## config.mk

```make
export PLATFORM = sky130hd
export DESIGN_NAME = lp_boxcar_reader
export DESIGN_NICKNAME = d
export VERILOG_FILES = /design/src/rtl/lp_boxcar_reader_pkg.sv /design/src/rtl/lp_boxcar_shift.sv /design/src/rtl/lp_boxcar_reader.sv
export SDC_FILE = /design/constraint.sdc
export NUM_CORES = 1
export LEC_CHECK = 0
export BUFFER_PORTS_ARGS = -buffer_cell sky130_fd_sc_hd__buf_4
export CAP_MARGIN = 20
export CORE_UTILIZATION = 40
export CTS_BUF_LIST = sky130_fd_sc_hd__clkbuf_8
export CTS_CLUSTER_SIZE = 28
export DETAILED_ROUTE_END_ITERATION = 8
export PLACE_DENSITY = 0.63
export SLEW_MARGIN = 30
export SYNTH_ARGS = -nofsm -noshare
export SYNTH_HDL_FRONTEND = slang
export SYNTH_SLANG_ARGS = --single-unit
```

## constraint.sdc

```tcl
create_clock -name clk -period 4.4 [get_ports clk]
set_clock_uncertainty 0.1 [all_clocks]
set_input_delay 0 -clock clk [delete_from_list [all_inputs] [get_ports clk]]
set_output_delay 0 -clock clk [all_outputs]
set_load 0.02 [all_outputs]
```

## src/rtl/lp_boxcar_reader_pkg.sv

```systemverilog
// Shared definitions for the lock-in boxcar reader and the scaling stage.
//   state_e         : reader state encoding (IDLE / ACCUM / DONE)
//   DMAX_DEFAULT    : default maximum log2 decimation
//   DEC_W           : width of the decimation control field
//   clamp_dec()     : limits a requested log2 block length to dmax
package lp_boxcar_reader_pkg;

  typedef enum logic [1:0] {
    IDLE  = 2'd0,
    ACCUM = 2'd1,
    DONE  = 2'd2
  } state_e;

  localparam int DMAX_DEFAULT = 20;
  localparam int DEC_W        = 5;

  // Requested decimations beyond the accumulator headroom collapse to dmax.
  function automatic logic [DEC_W-1:0] clamp_dec(input logic [DEC_W-1:0] dec,
                                                 input int               dmax);
    if (int'(dec) > dmax) begin
      return DEC_W'(dmax);
    end else begin
      return dec;
    end
  endfunction

endpackage

```

## src/rtl/lp_boxcar_shift.sv

```systemverilog
// Final scaling stage for block-average decimators: arithmetic right shift of
// a wide signed accumulator, optional round-half-up, saturation to R bits.
// Purely combinational; the caller registers the result.
//   acc_i   : signed accumulator (R+DMAX bits)
//   shamt_i : shift amount (log2 of the block length, already clamped)
//   data_o  : signed R-bit scaled result
// Build option: define LP_BOXCAR_ROUND_EN for round-half-up; otherwise the
// shift truncates toward minus infinity.
module lp_boxcar_shift
  import lp_boxcar_reader_pkg::*;
#(
  parameter int R    = 14,
  parameter int DMAX = DMAX_DEFAULT
) (
  input  logic signed [R+DMAX-1:0] acc_i,
  input  logic [DEC_W-1:0]         shamt_i,
  output logic signed [R-1:0]      data_o
);

  localparam int AW = R + DMAX;
  // One extra bit so the rounding add can never wrap.
  localparam logic signed [AW:0] SAT_MAX = {{(AW-R+2){1'b0}}, {(R-1){1'b1}}};
  localparam logic signed [AW:0] SAT_MIN = {{(AW-R+2){1'b1}}, {(R-1){1'b0}}};
  localparam logic signed [AW:0] ONE_W   = {{AW{1'b0}}, 1'b1};

  logic signed [AW:0] ext_s;
  logic signed [AW:0] rnd_s;
  logic signed [AW:0] sum_s;
  logic signed [AW:0] shr_s;

  assign ext_s = {acc_i[AW-1], acc_i};

  // Rounding increment: half an output LSB, nothing when no shift applies.
  always_comb begin
    rnd_s = '0;
`ifdef LP_BOXCAR_ROUND_EN
    if (shamt_i != 5'd0) begin
      rnd_s = ONE_W <<< (shamt_i - 5'd1);
    end else begin
      rnd_s = '0;
    end
`endif
  end

  assign sum_s = ext_s + rnd_s;
  assign shr_s = sum_s >>> shamt_i;

  // Clamp to the representable R-bit range (only reachable via rounding).
  always_comb begin
    if (shr_s > SAT_MAX) begin
      data_o = SAT_MAX[R-1:0];
    end else if (shr_s < SAT_MIN) begin
      data_o = SAT_MIN[R-1:0];
    end else begin
      data_o = shr_s[R-1:0];
    end
  end

endmodule

```

## src/rtl/lp_boxcar_reader.sv

```systemverilog
// Reader-side boxcar decimator for the lock-in low-pass chain. Accumulates
// 2**dec accepted samples and presents each block average on a valid/ack
// handshake, in continuous or one-shot mode, with a sticky overrun flag.
//   clk, rstn          : clock, asynchronous active-low reset
//   enable             : low aborts any block and parks the reader in IDLE
//   oneshot, start     : one-shot mode select and its start pulse
//   dec                : log2 block length, clamped to DMAX
//   in_valid, in       : signed sample stream
//   out_data/out_valid : block average, held until out_ack
//   overrun            : sticky, cleared by reset or enable rising edge
//   busy               : high while in ACCUM
// Build option: LP_BOXCAR_ROUND_EN selects round-half-up scaling.
module lp_boxcar_reader
  import lp_boxcar_reader_pkg::*;
#(
  parameter int R    = 14,
  parameter int DMAX = DMAX_DEFAULT
) (
  input  logic                clk,
  input  logic                rstn,
  input  logic                enable,
  input  logic                oneshot,
  input  logic                start,
  input  logic [DEC_W-1:0]    dec,
  input  logic                in_valid,
  input  logic signed [R-1:0] in,
  output logic signed [R-1:0] out_data,
  output logic                out_valid,
  input  logic                out_ack,
  output logic                overrun,
  output logic                busy
);

  localparam int AW = R + DMAX;
  localparam logic [DMAX-1:0] CNT_ONE = {{(DMAX-1){1'b0}}, 1'b1};

  state_e                 state_q, state_d;
  logic signed [AW-1:0]   acc_q, acc_d;
  logic [DMAX-1:0]        cnt_q, cnt_d;
  logic [DEC_W-1:0]       dec_l_q, dec_l_d;
  logic signed [R-1:0]    out_data_q, out_data_d;
  logic                   out_valid_q, out_valid_d;
  logic                   overrun_q, overrun_d;
  logic                   busy_q, busy_d;
  logic                   en_q;

  logic                   accept_s;
  logic                   last_s;
  logic                   en_rise_s;
  logic [DMAX-1:0]        last_cnt_s;
  logic signed [AW-1:0]   in_ext_s;
  logic signed [AW-1:0]   acc_sum_s;
  logic signed [R-1:0]    avg_s;

  // Samples only count while enabled in ACCUM; enable low discards the block.
  assign accept_s   = (state_q == ACCUM) && enable && in_valid;
  // 2**dec_l - 1; wraps correctly to all-ones when dec_l == DMAX.
  assign last_cnt_s = (CNT_ONE << dec_l_q) - CNT_ONE;
  assign last_s     = accept_s && (cnt_q == last_cnt_s);
  assign en_rise_s  = enable && !en_q;
  assign in_ext_s   = {{DMAX{in[R-1]}}, in};
  // First sample of a block loads rather than adds.
  assign acc_sum_s  = (cnt_q == '0) ? in_ext_s : (acc_q + in_ext_s);

  lp_boxcar_shift #(
    .R    (R),
    .DMAX (DMAX)
  ) u_shift (
    .acc_i   (acc_sum_s),
    .shamt_i (dec_l_q),
    .data_o  (avg_s)
  );

  // State register.
  always_ff @(posedge clk or negedge rstn) begin
    if (!rstn) begin
      state_q <= IDLE;
    end else begin
      state_q <= state_d;
    end
  end

  // Next-state logic.
  always_comb begin
    state_d = state_q;
    case (state_q)
      IDLE: begin
        if (enable && (!oneshot || start)) begin
          state_d = ACCUM;
        end else begin
          state_d = IDLE;
        end
      end
      ACCUM: begin
        if (!enable) begin
          state_d = IDLE;
        end else if (last_s && oneshot) begin
          state_d = DONE;
        end else begin
          state_d = ACCUM;
        end
      end
      DONE: begin
        if (!enable) begin
          state_d = IDLE;
        end else if (start) begin
          state_d = ACCUM;
        end else begin
          state_d = DONE;
        end
      end
      default: begin
        state_d = IDLE;
      end
    endcase
  end

  // Datapath, handshake and flag next-state values.
  always_comb begin
    acc_d       = acc_q;
    cnt_d       = cnt_q;
    dec_l_d     = dec_l_q;
    out_data_d  = out_data_q;
    out_valid_d = out_valid_q;
    overrun_d   = overrun_q;
    busy_d      = (state_d == ACCUM);

    if (!enable) begin
      acc_d = '0;
      cnt_d = '0;
    end else if ((state_q != ACCUM) && (state_d == ACCUM)) begin
      acc_d   = '0;
      cnt_d   = '0;
      dec_l_d = clamp_dec(dec, DMAX);
    end else if (last_s) begin
      // Block boundary: restart the count and pick up any new decimation.
      acc_d   = '0;
      cnt_d   = '0;
      dec_l_d = clamp_dec(dec, DMAX);
    end else if (accept_s) begin
      acc_d = acc_sum_s;
      cnt_d = cnt_q + CNT_ONE;
    end else begin
      acc_d = acc_q;
      cnt_d = cnt_q;
    end

    // A new word wins over an ack arriving in the same cycle.
    if (last_s) begin
      out_data_d  = avg_s;
      out_valid_d = 1'b1;
    end else if (out_ack && out_valid_q) begin
      out_valid_d = 1'b0;
    end else begin
      out_valid_d = out_valid_q;
    end

    if (en_rise_s) begin
      overrun_d = 1'b0;
    end else if (last_s && out_valid_q && !out_ack) begin
      overrun_d = 1'b1;
    end else begin
      overrun_d = overrun_q;
    end
  end

  // Datapath and output registers.
  always_ff @(posedge clk or negedge rstn) begin
    if (!rstn) begin
      acc_q       <= '0;
      cnt_q       <= '0;
      dec_l_q     <= 5'd0;
      out_data_q  <= '0;
      out_valid_q <= 1'b0;
      overrun_q   <= 1'b0;
      busy_q      <= 1'b0;
      en_q        <= 1'b0;
    end else begin
      acc_q       <= acc_d;
      cnt_q       <= cnt_d;
      dec_l_q     <= dec_l_d;
      out_data_q  <= out_data_d;
      out_valid_q <= out_valid_d;
      overrun_q   <= overrun_d;
      busy_q      <= busy_d;
      en_q        <= enable;
    end
  end

  assign out_data  = out_data_q;
  assign out_valid = out_valid_q;
  assign overrun   = overrun_q;
  assign busy      = busy_q;

endmodule

```

After elaboration in Yosys (flattened, before gate mapping) --
Index checks and enable logic that the tools add are counted.
Word-level totals: bits in registers 79, input port bits 26, output and inout bits 17, logic and storage cells 67
Cells by class: $add $sub $neg 3, $lt $le $gt $ge 3, equal/unequal tests 6, shift-type cells 2, mux-type cells 24, reduce and logical (&&, ||, !) cells 20
Operators with widths (number):
- $mux 34 | 5
- $mux 20 | 4
- $gt 35x14->1 const B | 1
- $lt 35x14->1 const B | 1
- $sshr 34x5->35 | 1
- $add 34x14->34 | 1
- $mux 14 | 2
- $add 20x1->20 const B | 1
- $eq 20x20->1 | 1
- $logic_not 20->1 | 1
- $shl 1x5->20 const A | 1
- $sub 20x1->20 const B | 1
- $mux 5 | 3
- $logic_and 1x1->1 | 10
- $mux 2 | 4
- $pmux 2 s3 | 1
- $reduce_bool 2->1 | 3
- $gt 5x5->1 const B | 1
- $mux 1 | 5
- $eq 2x1->1 const B | 2
- $ne 4x1->1 const B | 1
- $logic_not 1->1 | 3
- $eq 2x2->1 const B | 1
- $logic_not 2->1 | 1
- other kinds (3) | 3

Depth between registers and ports, before layout --
depth after elaboration 12, depth in mapped cells 19, gate-level depth less buffers 17

Hierarchy --
A second synthesis with hierarchy kept.
Second synthesis, totals: cells, all modules 989, area, all modules 8197.9 um2
Modules (own cells, without submodules):
- lp_boxcar_reader | times used 1, cells an instance 717, area each 5886.9 um2, seq. area each 1976.9 um2
- lp_boxcar_shift | times used 1, cells an instance 272, area each 2311.0 um2, seq. area each 0.0 um2

Worst setup path before layout --
No wires, ideal clock.
path kind register to register, start point register acc_q[12], end point register out_data_q[10] (netlist: out_data[10]), setup time 122 ps, arrival 3946 ps, data required time 4178 ps, setup slack 232 ps, stages on the path, launching flop included 18, buffers on the path 2, clock period less this slack 4168 ps, cell sequence dfrtp_1 ha_1 buf_6 a21oi_1 o21ai_1 or2_1 o31a_1 or3_4 a31oi_4 a22oi_2 a32o_1 mux2_2 nor4_1 and4b_1 a41oi_2 o41ai_4 buf_6 a21oi_1
On the way: longest elaborated chain between the ends 6, elaborated cells on any way between the ends 7, classes of those cells 1 x add/sub; 2 x order compare; 1 x shift; 3 x mux
RTL lines:
- start: declaration | line lp_boxcar_reader.sv:38 | logic signed [AW-1:0] acc_q, acc_d;
- start signal: assignment | line lp_boxcar_reader.sv:170 | acc_q <= '0;
- start signal: assignment | line lp_boxcar_reader.sv:179 | acc_q <= acc_d;
- $add 34x14->34 * | line lp_boxcar_reader.sv:63 | assign acc_sum_s = (cnt_q == '0) ? in_ext_s : (acc_q + in_ext_s);
- $mux 34 * | line lp_boxcar_reader.sv:63
- $sshr 34x5->35 * | line lp_boxcar_shift.sv:46 | assign shr_s = sum_s >>> shamt_i;
- $lt 35x14->1 | line lp_boxcar_shift.sv:52 | end else if (shr_s < SAT_MIN) begin
- $mux 14 | line lp_boxcar_shift.sv:52
- $mux 14 * | line lp_boxcar_shift.sv:50 | if (shr_s > SAT_MAX) begin
- end signal: assignment | line lp_boxcar_reader.sv:182 | out_data_q <= out_data_d;
- end: declaration | line lp_boxcar_reader.sv:41 | logic signed [R-1:0] out_data_q, out_data_d;
Every way passes the cells marked *; elsewhere a longest branch is shown, timed or not. A chain may end at the register's enable or synchronous reset.

Worst setup path after layout --
start point register acc_q[4], end point register out_data_q[3] (netlist: out_data[3])
The elaborated chain is that of the path after synthesis.

==> results.tsv <==
stage	metric	value	unit
final_layout	final.fill_count	2152	
synthesis	syn_area_per_cell	7.33	um2
sta	finalMaxSlewViolations	0	
clock_network	cts_tree	built	
final_layout	final_nets	1609	
clock_network	clock_path_buffers	2	
synthesis	synth-edff-count	0	
synthesis	postSynthCellCount	1279	
sta	fin_ws	-0.0585	ns
final_layout	multi_input_area	7740	um2
job	drv_cap	0	
setup_path	critPathMaxStageDelay	0.54	ns
place	postPlaceCellArea	11700	um2
clock_network	clk_pin_slew_worst_paths	0.11	ns
power	leakage	5.68	nW
setup_path	crit_path_frequent_cell	buf_4	
floorplan	io_pins	43	
place	dp_hpwl	28300	um
final_layout	finish.instance_area	13100	um2
clock_network	cts_buffers	9	
floorplan	core_area	22800	um2
global_routing	antenna_found_initial	0	
power	pwr_density_cell	239	nW/um2
outcome	status	finished, violations left	
synthesis	synthDistinctLibCells	97	
drt	ant_nets	0	
sta	setup_tns	-0.600	ns
synthesis	ys_warn_count	0	
synthesis	synth_area	9380	um2
sta	period_minus_slack	4.46	ns
hold_path	hold_path.startpoint	in[2]	
synthesis	synth_ff_type	dfrtp_1	
place	io_buffer_count	42	
drt	drtIter0Drc	1431	
drt	vias_per_cell	6.13	
floorplan	die_y	155	um
global_routing	overflow	0	
final_layout	antennaDiodeCount	0	
drt	wl	38900	um
setup_path	worst-path-max-fanout	7	
global_routing	grt_pass1_wl	59600	um
synthesis	ys_top_cells_by_area	dfrtp_1 (21%), nor2_1 (6.7%), a21oi_1 (6.5%), nand2_1 (5.5%), ha_1 (4.8%)	
setup_path	rr_startpoint	acc_q[4]	
sta	fin_crit_sh	101	%
synthesis	synth_top_cell_area_share	21.1	%
drt	drcViolationCount	0	
sta	worstMarginPinSlew	0.812	ns
power	irDropWorstVdd	0.147	mV
setup_path	path_cells	ha_4 > o211ai_1 > o211ai_1 > buf_4 > a41oi_1 > buf_4 > or4_1 > o21ai_2 > a221oi_4 > nand2b_1 > a32oi_2 > nor4_1 > buf_4 > a221o_1 > buf_4 > o41ai_4 > buf_6 > a21oi_1	
setup_path	end_kind	flip-flop	
clock_network	clk_latency	0.40	ns
setup_path	slowest_stage	or4_1	
place	place_congestion	1.04	
sta	hold_slack	0.0134	ns
synthesis	synth_top_area_cell	dfrtp_1	
global_routing	grt_max_degree	80	
hold_path	hold_class	in2reg	
outcome	violations	setup timing	
synthesis	ys_seq_area_share	21.1	%
sta	rsz0062_at_grt	yes	
clock_network	cts.sinks	79	
synthesis	synth_nets	1342	
setup_path	cp-start-kind	flip-flop	
clock_network	ctsRootBufferMaster	clkbuf_8	
synthesis	synthArstFlopShare	100	%
floorplan	rows	55	
final_layout	final_common_cell	buf_4	
sta	final-setup-viol-count	13	
drt	post_drt_wl_per_cell	20.8	um
global_routing	gr-usage-all-layers	31.8	%
final_layout	stdcell_count	1864	
place	dp_cells	1803	
final_layout	seq_area	1980	um2
sta	final-hold-violation-count	0	
clock_network	cts_max_level	3	
setup_path	criticalPathCategory	reg2reg	
final_layout	area_growth	39.8	%
floorplan	die-area	24100	um2
final_layout	final_cell_mix	buf_4 (322), nor2_1 (160), nand2_1 (132), a21oi_1 (101), dfrtp_1 (79)	
global_routing	grt_pass1_vias	10600	
setup_path	crit_arrival	4.64	ns
synthesis	ys_ff_latch	79	
setup_path	crit_start	acc_q[4]	
floorplan	start_util	41.1	%
drt	vias	11400	
sta	relSlewSlack	45.9	%
floorplan	die-width	155	um
final_layout	drive_above_1_share	33.8	%
sta	max_freq	224	MHz
drt	drtPass1Iterations	8	
setup_path	required	4.58	ns
path summary, 6_finish.rpt:
path | endpoint | slack, ns | cells past startpoint
max reg2reg | out_data[3] | -0.06 | 18
min in group asynchronous | acc_q[23] | 0.09 | 2
min reg2reg | overrun | 0.40 | 2
max | out_data[3] | -0.06 | 18
max in group asynchronous | out_data[11] | 3.50 | 2
min | acc_q[2] | 0.01 | 3
cells by family (layout without fill, tap and decap cells):
group | Yosys count | in the layout | share of synthesized area, %
AOI/OAI and AO/OA | 440 | 440 | 31.4
xor gates and xnor gates | 48 | 48 | 4.48
adders and majority gates | 37 | 37 | 5.02
buffers and inverters | 118 | 390 | 5.51
DFF | 79 | 79 | 21.1
muxes | 45 | 45 | 6.27
and+or+nand+nor | 512 | 512 | 26.2
worst max-delay path, delay by kind of cell (launching register included):
kind	cells	cell delay (ns)
flops	1	0.42
simple gates	3	0.83
fa+ha+maj	1	0.30
buf+inv	5	0.86
compound gates	9	1.83
synthesized netlist by cell type, types with 21 or more instances:
| library cell | instances |
|---|---|
| a211oi_1 | 40 |
| a21oi_1 | 122 |
| buf_2 | 23 |
| clkbuf_1 | 55 |
| dfrtp_1 | 79 |
| ha_1 | 36 |
| inv_1 | 26 |
| mux2i_1 | 31 |
| nand2_1 | 137 |
| nand3_1 | 30 |
| nand4_1 | 24 |
| nor2_1 | 167 |
| nor3_1 | 44 |
| nor4_1 | 21 |
| o21ai_0 | 83 |
| xor2_1 | 28 |
what timing repair did:
| action | in CTS | in global routing |
|---|---|---|
| hold buffers | 16 | 0 |
| endpoints found under the setup margin | 13 | 70 |
| resized for setup | 52 | 120 |
| pin swaps | 22 | 41 |
| gates cloned | 1 | 0 |
| hold endpoints to repair | 93 | 0 |
| buffers inserted | 9 | 19 |
routing by layer:
metal / vias to the layer above / part of all wire, % / global-route usage (%)
li1: 5338 / - / -
met1: 5458 / 43 / 43.1
met2: 548 / 46 / 51.0
met3: 86 / 8.0 / 5.96
met4: 0 / 2.6 / 10.1
met5: - / 0 / 0
registers in the layout (all words and copies together), names as in the netlist:
name	flops
state_q	2
overrun	1
acc_q	34
dec_l_q	5
cnt_q	20
out_data	14
en_q	1
busy	1
out_valid	1
area by class of cell:
class	instances	share of cell area, %
Clock inverter	7	0.554
Sequential cell	79	15.1
Tap cell	313	2.99
Multi-Input combinational cell	1082	59.0
Inverter	26	0.745
Clock buffer	9	0.945
Timing Repair Buffer	348	20.7
report_power, final:
part / switching, mW / internal (mW) / leakage, nW
Sequential: 0.0232 / 0.746 / 1.08
Combinational: 1.03 / 0.743 / 4.50
Clock: 0.368 / 0.224 / 0.0974
per-stage QoR:
stage | setup WS [ns] | util [%] | power [mW]
floorplan | 0.232 | - | 1.69
global placement | -0.283 | 51.0 | 2.31
detailed placement | -0.289 | 51.1 | 2.30
CTS | 0.00150 | 54.1 | 2.99
global route | -0.228 | 57.4 | 3.29
finish | -0.0585 | 57.4 | 3.14
Power figures use the tool's default switching activity.
